==> config.mk <==
export PLATFORM = sky130hd
export DESIGN_NAME = fast_square_sweep_ctrl_flat
export DESIGN_NICKNAME = d
export VERILOG_FILES = /design/src/rtl/fast_square_sweep_ctrl_if.sv /design/src/rtl/fast_square_sweep_ctrl.sv /design/src/flat_wrapper.sv
export SDC_FILE = /design/constraint.sdc
export NUM_CORES = 1
export LEC_CHECK = 0
export ABC_CLOCK_PERIOD_IN_PS = 2700
export BUFFER_PORTS_ARGS = -buffer_cell sky130_fd_sc_hd__buf_4
export CORE_ASPECT_RATIO = 0.7
export CORE_MARGIN = 2
export CORE_UTILIZATION = 23
export DETAILED_ROUTE_END_ITERATION = 16
export PLACE_DENSITY = 0.47
export SYNTH_ARGS = -nofsm -noshare
export SYNTH_HDL_FRONTEND = slang
export SYNTH_SLANG_ARGS = --single-unit
==> constraint.sdc <==
create_clock -name clock -period 2.7 [get_ports clock]
set_input_delay 0.27 -clock clock [delete_from_list [all_inputs] [get_ports clock]]
set_output_delay 0.27 -clock clock [all_outputs]
set_load 0.01 [all_outputs]
==> src/rtl/fast_square_sweep_ctrl_if.sv <==
// Serial settings bus feeding the sweep sequencer's configuration registers.
interface fast_square_sweep_ctrl_if;
  logic [6:0]  serial_addr;
  logic [31:0] serial_data;
  logic        serial_strobe;

  modport master (output serial_addr, output serial_data, output serial_strobe);
  modport slave  (input  serial_addr, input  serial_data, input  serial_strobe);
endinterface

==> src/rtl/fast_square_sweep_ctrl.sv <==
// Sweep sequencer for the fast-square receiver: record windows, freq_step
// pulses and inter-window gaps over a programmed number of frequency points.
module fast_square_sweep_ctrl #(
  parameter int CTRLADDR          = 3,
  parameter int STEPSADDR         = 4,
  parameter int GAPADDR           = 5,
  parameter int RECORD_TICKS_LOG2 = 14,
  parameter int MIN_GAP           = 16
) (
  input  logic                     clock,
  input  logic                     reset,
  fast_square_sweep_ctrl_if.slave  sbus,
  input  logic                     trigger,
  output logic                     record,
  output logic                     freq_step,
  output logic                     busy,
  output logic [15:0]              step_index,
  output logic                     sweep_done
);

  localparam logic [6:0]  CTRL_A  = 7'(CTRLADDR);
  localparam logic [6:0]  STEPS_A = 7'(STEPSADDR);
  localparam logic [6:0]  GAP_A   = 7'(GAPADDR);
  localparam logic [15:0] MIN_G   = 16'(MIN_GAP);

  typedef enum logic [2:0] {S_IDLE, S_ARM, S_RECORD, S_STEP, S_GAP, S_DONE} state_t;

  state_t                         state_q, state_d;
  logic [1:0]                     ctrl_q, ctrl_d;
  logic [15:0]                    steps_q, steps_d, gap_q, gap_d;
  logic [15:0]                    n_q, n_d, g_q, g_d;
  logic [15:0]                    step_q, step_d, gcnt_q, gcnt_d;
  logic [RECORD_TICKS_LOG2-1:0]   tick_q, tick_d;
  logic                           record_q, freq_step_q, busy_q, sweep_done_q;
  logic                           en, cont;
  logic [15:0]                    n_new, g_new;
  logic                           unused_data;

  assign unused_data = ^sbus.serial_data[31:16];

  // Settings write decode; the FSM looks at the post-write value so a write
  // (e.g. clearing enable) acts on the very next cycle.
  always_comb begin
    ctrl_d  = ctrl_q;
    steps_d = steps_q;
    gap_d   = gap_q;
    if (sbus.serial_strobe) begin
      if (sbus.serial_addr == CTRL_A)  ctrl_d  = sbus.serial_data[1:0];
      if (sbus.serial_addr == STEPS_A) steps_d = sbus.serial_data[15:0];
      if (sbus.serial_addr == GAP_A)   gap_d   = sbus.serial_data[15:0];
    end
  end

  // Settings registers.
  always_ff @(posedge clock) begin
    if (reset) begin
      ctrl_q  <= '0;
      steps_q <= '0;
      gap_q   <= '0;
    end else begin
      ctrl_q  <= ctrl_d;
      steps_q <= steps_d;
      gap_q   <= gap_d;
    end
  end

  assign en    = ctrl_d[0];
  assign cont  = ctrl_d[1];
  assign n_new = (steps_d == 16'd0) ? 16'd1 : steps_d;
  assign g_new = (gap_d < MIN_G) ? MIN_G : gap_d;

  // Next-state and counter logic.
  always_comb begin
    state_d = state_q;
    tick_d  = '0;
    gcnt_d  = '0;
    step_d  = step_q;
    n_d     = n_q;
    g_d     = g_q;
    case (state_q)
      S_IDLE: if (en) state_d = S_ARM;
      S_ARM: begin
        if (!en) state_d = S_IDLE;
        else if (trigger) begin
          state_d = S_RECORD;
          step_d  = '0;
          n_d     = n_new;
          g_d     = g_new;
        end
      end
      S_RECORD: begin
        if (!en) state_d = S_IDLE;
        else begin
          tick_d = tick_q + 1'b1;
          if (tick_q == '1) state_d = S_STEP;
        end
      end
      S_STEP: begin
        // The freq_step for this window is already out, so the count advances.
        step_d = step_q + 16'd1;
        if (!en)                        state_d = S_IDLE;
        else if (step_q == n_q - 16'd1) state_d = S_DONE;
        else                            state_d = S_GAP;
      end
      S_GAP: begin
        if (!en) state_d = S_IDLE;
        else if (gcnt_q == g_q - 16'd1) state_d = S_RECORD;
        else gcnt_d = gcnt_q + 16'd1;
      end
      S_DONE: begin
        step_d = '0;
        if (!en) state_d = S_IDLE;
        else if (cont) begin
          // DONE stands in for the first gap cycle so back-to-back sweeps
          // keep the same step period as steps within a sweep.
          state_d = S_GAP;
          gcnt_d  = 16'd1;
          n_d     = n_new;
          g_d     = g_new;
        end else state_d = S_ARM;
      end
      default: state_d = S_IDLE;
    endcase
  end

  // State, counters and registered outputs (decoded from next state so they
  // line up with the state register).
  always_ff @(posedge clock) begin
    if (reset) begin
      state_q      <= S_IDLE;
      tick_q       <= '0;
      gcnt_q       <= '0;
      step_q       <= '0;
      n_q          <= '0;
      g_q          <= '0;
      record_q     <= 1'b0;
      freq_step_q  <= 1'b0;
      busy_q       <= 1'b0;
      sweep_done_q <= 1'b0;
    end else begin
      state_q      <= state_d;
      tick_q       <= tick_d;
      gcnt_q       <= gcnt_d;
      step_q       <= step_d;
      n_q          <= n_d;
      g_q          <= g_d;
      record_q     <= (state_d == S_RECORD);
      freq_step_q  <= (state_d == S_STEP);
      busy_q       <= (state_d != S_IDLE) && (state_d != S_ARM);
      sweep_done_q <= (state_d == S_DONE);
    end
  end

  assign record     = record_q;
  assign freq_step  = freq_step_q;
  assign busy       = busy_q;
  assign sweep_done = sweep_done_q;
  assign step_index = step_q;

endmodule
==> src/flat_wrapper.sv <==
// flat-port wrapper written by rule: the top's interface ports become plain ports
module fast_square_sweep_ctrl_flat 
#(
  parameter int CTRLADDR          = 3,
  parameter int STEPSADDR         = 4,
  parameter int GAPADDR           = 5,
  parameter int RECORD_TICKS_LOG2 = 14,
  parameter int MIN_GAP           = 16
)
  (clock, reset, trigger, record, freq_step, busy, step_index, sweep_done, sbus_serial_addr, sbus_serial_data, sbus_serial_strobe);
  fast_square_sweep_ctrl_if sbus_i ();
  input  logic clock;
  input  logic reset;
  input  logic trigger;
  output logic record;
  output logic freq_step;
  output logic busy;
  output logic [15:0] step_index;
  output logic sweep_done;
  input wire logic [$bits(sbus_i.serial_addr)-1:0] sbus_serial_addr;
  input wire logic [$bits(sbus_i.serial_data)-1:0] sbus_serial_data;
  input wire logic [$bits(sbus_i.serial_strobe)-1:0] sbus_serial_strobe;
  assign sbus_i.serial_addr = sbus_serial_addr;
  assign sbus_i.serial_data = sbus_serial_data;
  assign sbus_i.serial_strobe = sbus_serial_strobe;
  fast_square_sweep_ctrl #(.CTRLADDR(CTRLADDR), .STEPSADDR(STEPSADDR), .GAPADDR(GAPADDR), .RECORD_TICKS_LOG2(RECORD_TICKS_LOG2), .MIN_GAP(MIN_GAP)) u_core (.clock(clock), .reset(reset), .sbus(sbus_i), .trigger(trigger), .record(record), .freq_step(freq_step), .busy(busy), .step_index(step_index), .sweep_done(sweep_done));
endmodule
### After elaboration in Yosys (flattened, before gate mapping)

Cells that the tools add are included.

| storage, ports and cells | value |
|---|---|
| register bits after elaboration | 119 |
| bits of input ports | 43 |
| output and inout port bits | 20 |
| logic and storage cells | 87 |

| operators by class | value |
|---|---|
| add/subtract/negate cells | 5 |
| magnitude comparators | 1 |
| equal/unequal tests | 19 |
| muxes and demuxes | 38 |
| bitwise gates (word level) | 2 |
| reductions and logical operators | 9 |

Operators with widths:

| cell | count |
|---|---|
| 16-bit 2-to-1 mux | 19 |
| 16-bit case mux with 2 select lines | 3 |
| 16-bit case mux with 3 select lines | 1 |
| 16-bit by 1-bit adder with 16-bit output (second input constant) | 2 |
| 16-bit equality test | 2 |
| 16-bit by 1-bit subtractor with 16-bit output (second input constant) | 2 |
| 3-bit 2-to-1 mux | 10 |
| 3-bit case mux with 6 select lines | 1 |
| 16-bit logical NOT | 1 |
| 16-bit by 5-bit less-than comparator with 1-bit output (second input constant) | 1 |
| 14-bit by 1-bit adder with 14-bit output (second input constant) | 1 |
| 14-bit equality test (second input constant) | 1 |
| 7-bit by 3-bit equality test with 1-bit output (second input constant) | 2 |
| 3-bit by 2-bit equality test with 1-bit output (second input constant) | 4 |
| 3-bit equality test (second input constant) | 3 |
| 7-bit by 2-bit equality test with 1-bit output (second input constant) | 1 |
| 2-bit by 1-bit != test with 1-bit output (second input constant) | 3 |
| 3-bit nonzero test | 2 |
| 5-bit AND reduction | 1 |
| 2-bit 2-to-1 mux | 2 |
| 3-bit by 1-bit equality test with 1-bit output (second input constant) | 1 |
| 3-bit logical NOT | 1 |
| 3-bit by 1-bit != test with 1-bit output (second input constant) | 1 |
| 3-bit AND reduction | 1 |
| other kinds (6) | 8 |

### Longest topological paths before layout

| logic depth | value |
|---|---|
| depth after elaboration | 8 |
| mapped depth | 11 |
| mapped depth without buffers | 9 |

### Worst setup path before layout

No wires, ideal clock.

| timing path | value |
|---|---|
| kind | input-to-reg |
| start | input sbus_serial_addr[5] |
| end | register u_core.g_q[5] |
| arrival time | 2479 ps |
| required time | 2619 ps |
| setup slack | 140 ps |
| stages | 9 |
| cell sequence | or4b_4 > or4b_4 > mux2i_1 > a22o_2 > and2_4 > buf_12 > buf_12 > buf_6 > a211oi_2 |

| on the way | value |
|---|---|
| word-level cells in the longest chain between the ends | 8 |
| elaborated cells between the ends (all ways) | 17 |
| those cells by class | order compare: 1; eq/ne: 5; mux: 10; reduce/logical: 1 |

Ends and longest elaborated chain:

| item | line | source |
|---|---|---|
| from (decl) | flat_wrapper.sv:20 | `input wire logic [$bits(sbus_i.serial_addr)-1:0] sbus_serial_addr;` |
| 7-bit by 3-bit equality test with 1-bit output | fast_square_sweep_ctrl.sv:50 | `if (sbus.serial_addr == GAP_A) gap_d = sbus.serial_data[15:0];` |
| 16-bit 2-to-1 mux | fast_square_sweep_ctrl.sv:50 |  |
| 16-bit 2-to-1 mux | fast_square_sweep_ctrl.sv:47 | `if (sbus.serial_strobe) begin` |
| 16-bit by 5-bit less-than comparator with 1-bit output | fast_square_sweep_ctrl.sv:70 | `assign g_new = (gap_d < MIN_G) ? MIN_G : gap_d;` |
| 16-bit 2-to-1 mux | fast_square_sweep_ctrl.sv:70 |  |
| 16-bit 2-to-1 mux (on tied branches) | fast_square_sweep_ctrl.sv:113, fast_square_sweep_ctrl.sv:84 |  |
| 16-bit 2-to-1 mux (on tied branches) | fast_square_sweep_ctrl.sv:112, fast_square_sweep_ctrl.sv:83 |  |
| 16-bit case mux with 2 select lines | fast_square_sweep_ctrl.sv:80 | `case (state_q)` |
| to (signal assigned) | fast_square_sweep_ctrl.sv:146 | `g_q <= g_d;` |
| to (decl) | fast_square_sweep_ctrl.sv:31 | `logic [15:0] n_q, n_d, g_q, g_d;` |

Several ways; a longest one is shown, not always the timed one. The select of a mux whose other input is x is not followed.
A chain may end at the register's enable or synchronous reset.

### Worst setup path in the final report

| timing path | value |
|---|---|
| start | register u_core.n_q[0] |
| end | register u_core.freq_step_q (netlist: u_core.freq_step) |

| on the way | value |
|---|---|
| word-level cells in the longest chain between the ends | 6 |

Ends and longest elaborated chain:

| item | line | source |
|---|---|---|
| from (decl) | fast_square_sweep_ctrl.sv:31 |  |
| from (signal assigned) | fast_square_sweep_ctrl.sv:145 | `n_q <= n_d;` |
| 16-bit by 1-bit subtractor with 16-bit output | fast_square_sweep_ctrl.sv:102 | `else if (step_q == n_q - 16'd1) state_d = S_DONE;` |
| 16-bit equality test | fast_square_sweep_ctrl.sv:102 |  |
| 1-bit 2-to-1 mux | fast_square_sweep_ctrl.sv:102 |  |
| 3-bit 2-to-1 mux | fast_square_sweep_ctrl.sv:101 | `if (!en) state_d = S_IDLE;` |
| 3-bit case mux with 6 select lines | fast_square_sweep_ctrl.sv:80 |  |
| 3-bit by 2-bit equality test with 1-bit output | fast_square_sweep_ctrl.sv:148 | `freq_step_q <= (state_d == S_STEP);` |
| to (signal assigned) | fast_square_sweep_ctrl.sv:148 |  |
| to (decl) | fast_square_sweep_ctrl.sv:34 | `logic record_q, freq_step_q, busy_q, sweep_done_q;` |

Every way passes these cells.

==> results.ini <==
[route]
routedWlPerCell_um = 14.4
wl_met3_um = 861
num_vias = 4914
drtAntennaViolNets = 0
drc = 0
dr_wl_met2_mm = 5.80
wl_mm = 15.8
drt-pass1-iter-count = 4
viasPerCell = 4.46
routedLengthMet1_mm = 9.11
top_layer_used = met4
drtIter0Drc = 281

[critical_path]
worst-setup-path-type = flop to flop
required_ns = 3.05
critPathCaptureType = flop
regToRegSetupSlack_ns = 0.13
critPathArrivalTime_ns = 2.91
crit_fanout = 6
start_kind = flop

[synth]
synth.largest_area_cell = dfxtp_1
ys_warn_count = 0
synth_common_cells = nor2_1 (126), dfxtp_1 (119), xor2_1 (45), mux2i_1 (36), xnor2_1 (36)
async_flop_share_pct = 0
synth-seq-cells = 119
synth_edf_count = 0
ys_seq_area_share_pct = 39.5
syn-num-nets = 718
yosysMostFrequentCell = nor2_1
synth_cells = 670
syn_area_um2 = 6040
synth_top_area_share_pct = 39.5
avgSynthCellArea_um2 = 9.01
synth_cell_types = 58
yosys-top-cells-area = dfxtp_1 (39%), nor2_1 (7.8%), xor2_1 (6.5%), mux2i_1 (6.0%), a211oi_2 (5.4%)
synth_top_flop_cell = dfxtp_1

[clocking]
insertion_delay_ns = 0.42
clk_pin_slew_ns = 0.05
cts_buffers = 17
clockRootBuffer = clkbuf_16
htree_levels = 4
cts_num_sinks = 119
cts_tree = built
cts.path.max_buffers = 2

[cells_and_area]
nNetsFinal = 808
multi_input_area_um2 = 3430
fin_area_um2 = 7700
synthToLayoutAreaGrowth_pct = 27.5
seq_area_um2 = 2380
drive_gt1_share_pct = 24.6
fin_util_pct = 29.9
finalNonFillerCells = 1103
fillers = 2763
insertedDiodeCount = 0

[power_and_ir_drop]
swShare_pct = 21.0
cellPowerDensity_nw_per_um2 = 529
p_leak_nw = 2.88
power_switching_mw = 0.857
power_frac_seq_pct = 43.2
power_mw = 4.07
peakVddDrop_uv = 325
p_int_mw = 3.22
comb_power_share_pct = 2.3
pwr-share-clk_pct = 54.6

[sta]
tightestPinTransition_ns = 1.11
tns_ns = 0
final_max_slew_viol_count = 0
skew_ns = 0.0169
min_period_over_period_pct = 95.1
finalSetupViolCount = 0
max_slew_margin_pct = 25.6
max_freq_mhz = 390
final.min_clock_period_ns = 2.57
setup_slack_ns = 0.134
hold_viol = 0
hold-worst-slack_ns = 0.0755

[place]
post-place-ws_ns = -0.116
port_buffers = 46
globalplace.congestion = 0.792
post-dp-hpwl_mm = 12.0
dpl.cell_count = 1070
placed_cell_area_um2 = 7050

[global_routing]
grt_remaining_overflow = 0
grt_pass1_vias = 4575
gr-usage-all-layers_pct = 11.9
grt_pass1_wl_mm = 25.4
antenna_found_initial = 0
grt_max_degree = 67

[run]
max_cap_viol_count = 0

[floorplanning]
die_w_um = 198
start_util_pct = 23.4
core_area_um2 = 25700
die_y_um = 140
rows = 49
die_area_um2 = 27600
io_pins = 63

[outcome]
status = complete, no violations

[hold_path]
hold_class = input port to flop

cell families (layout without fill, tap and decap cells):
group | Yosys count | in the layout | synth area share [%]
AOI/OAI and AO/OA | 90 | 90 | 12.9
xor gates and xnor gates | 82 | 82 | 12.1
adders and majority gates | 5 | 5 | 1.04
buffers and inverters | 49 | 151 | 4.79
DFF | 119 | 119 | 39.5
muxes | 36 | 36 | 5.97
and+or+nand+nor | 289 | 289 | 23.8
power by group through the flow:
stage	logic (mW)	registers [mW]	clock network [mW]
final	0.0917	1.76	2.22
after global routing	0.0991	1.76	2.38
after CTS	0.0931	1.76	2.30
after detailed placement	0.0930	1.80	0
after global placement	0.0941	1.80	0
after floorplan	0.0339	1.80	0
flip-flops by register name (all words and copies together) (netlist names):
signal             flops
u_core.record          1
u_core.tick_q         14
u_core.step_index     16
u_core.sweep_done      1
u_core.freq_step       1
u_core.g_q            16
u_core.busy            1
u_core.gcnt_q         16
u_core.ctrl_q          2
u_core.gap_q          16
u_core.state_q         3
u_core.steps_q        16
u_core.n_q            16
placed cells by master (no fill, tap or decap), drive strengths merged, types with 12 or more instances in the layout:
cell type / synthesis / layout
a211oi: 26 / 26
a21oi: 15 / 15
and3: 18 / 18
buf: 15 / 105
clkbuf: 19 / 23
dfxtp: 119 / 119
inv: 15 / 15
mux2i: 36 / 36
nand2: 24 / 24
nand3: 29 / 29
nand4: 15 / 15
nor2: 135 / 135
nor3: 12 / 12
nor4: 15 / 15
xnor2: 36 / 36
xor2: 45 / 45
final cells by class:
cell class / count / area share [%]
clock inverter: 8 / 1.27
timing repair buffer: 105 / 10.9
multi-input combinational: 502 / 44.5
tap: 331 / 5.38
sequential: 119 / 31.0
inverter: 15 / 0.731
clock buffer: 23 / 6.21
critical path, stage by stage, from the launching register on:
cell and delay [ns]:
dfxtp_1 0.31, inv_1 0.07, ha_1 0.19, or4b_1 0.49, buf_4 0.19, a2bb2oi_1 0.13, a211o_1 0.31, a21oi_1 0.14
nand4_1 0.20, o22ai_2 0.22, buf_4 0.16, and2_1 0.11
metal layers:
| metal | track usage (%) | up-vias |
|---|---|---|
| met2 | 14.6 | 89 |
| met5 | 0 | - |
| li1 | - | 2534 |
| met1 | 19.3 | 2286 |
| met4 | 3.32 | 0 |
| met3 | 2.98 | 5 |
worst paths after layout:
check                                                 start                          end  cells after the start
worst min-delay path                                  reset  u_core.ctrl_q[1]$_SDFF_PP0_                      2
worst max register to register   u_core.n_q[0]$_SDFFE_PP0P_  u_core.freq_step$_SDFF_PP0_                     11
worst min register to register  u_core.tick_q[0]$_SDFF_PP0_  u_core.tick_q[0]$_SDFF_PP0_                      1
worst max-delay path             u_core.n_q[0]$_SDFFE_PP0P_  u_core.freq_step$_SDFF_PP0_                     11
repair_timing:
| action | in CTS | in global routing |
|---|---|---|
| pin swaps | 0 | 3 |
| buffers inserted | 0 | 2 |
| cloned | 0 | 0 |
| resized for setup | 1 | 13 |
| hold buffers | 0 | 0 |
| endpoints found under the setup margin | 16 | 20 |
Power figures use the tool's default switching activity.
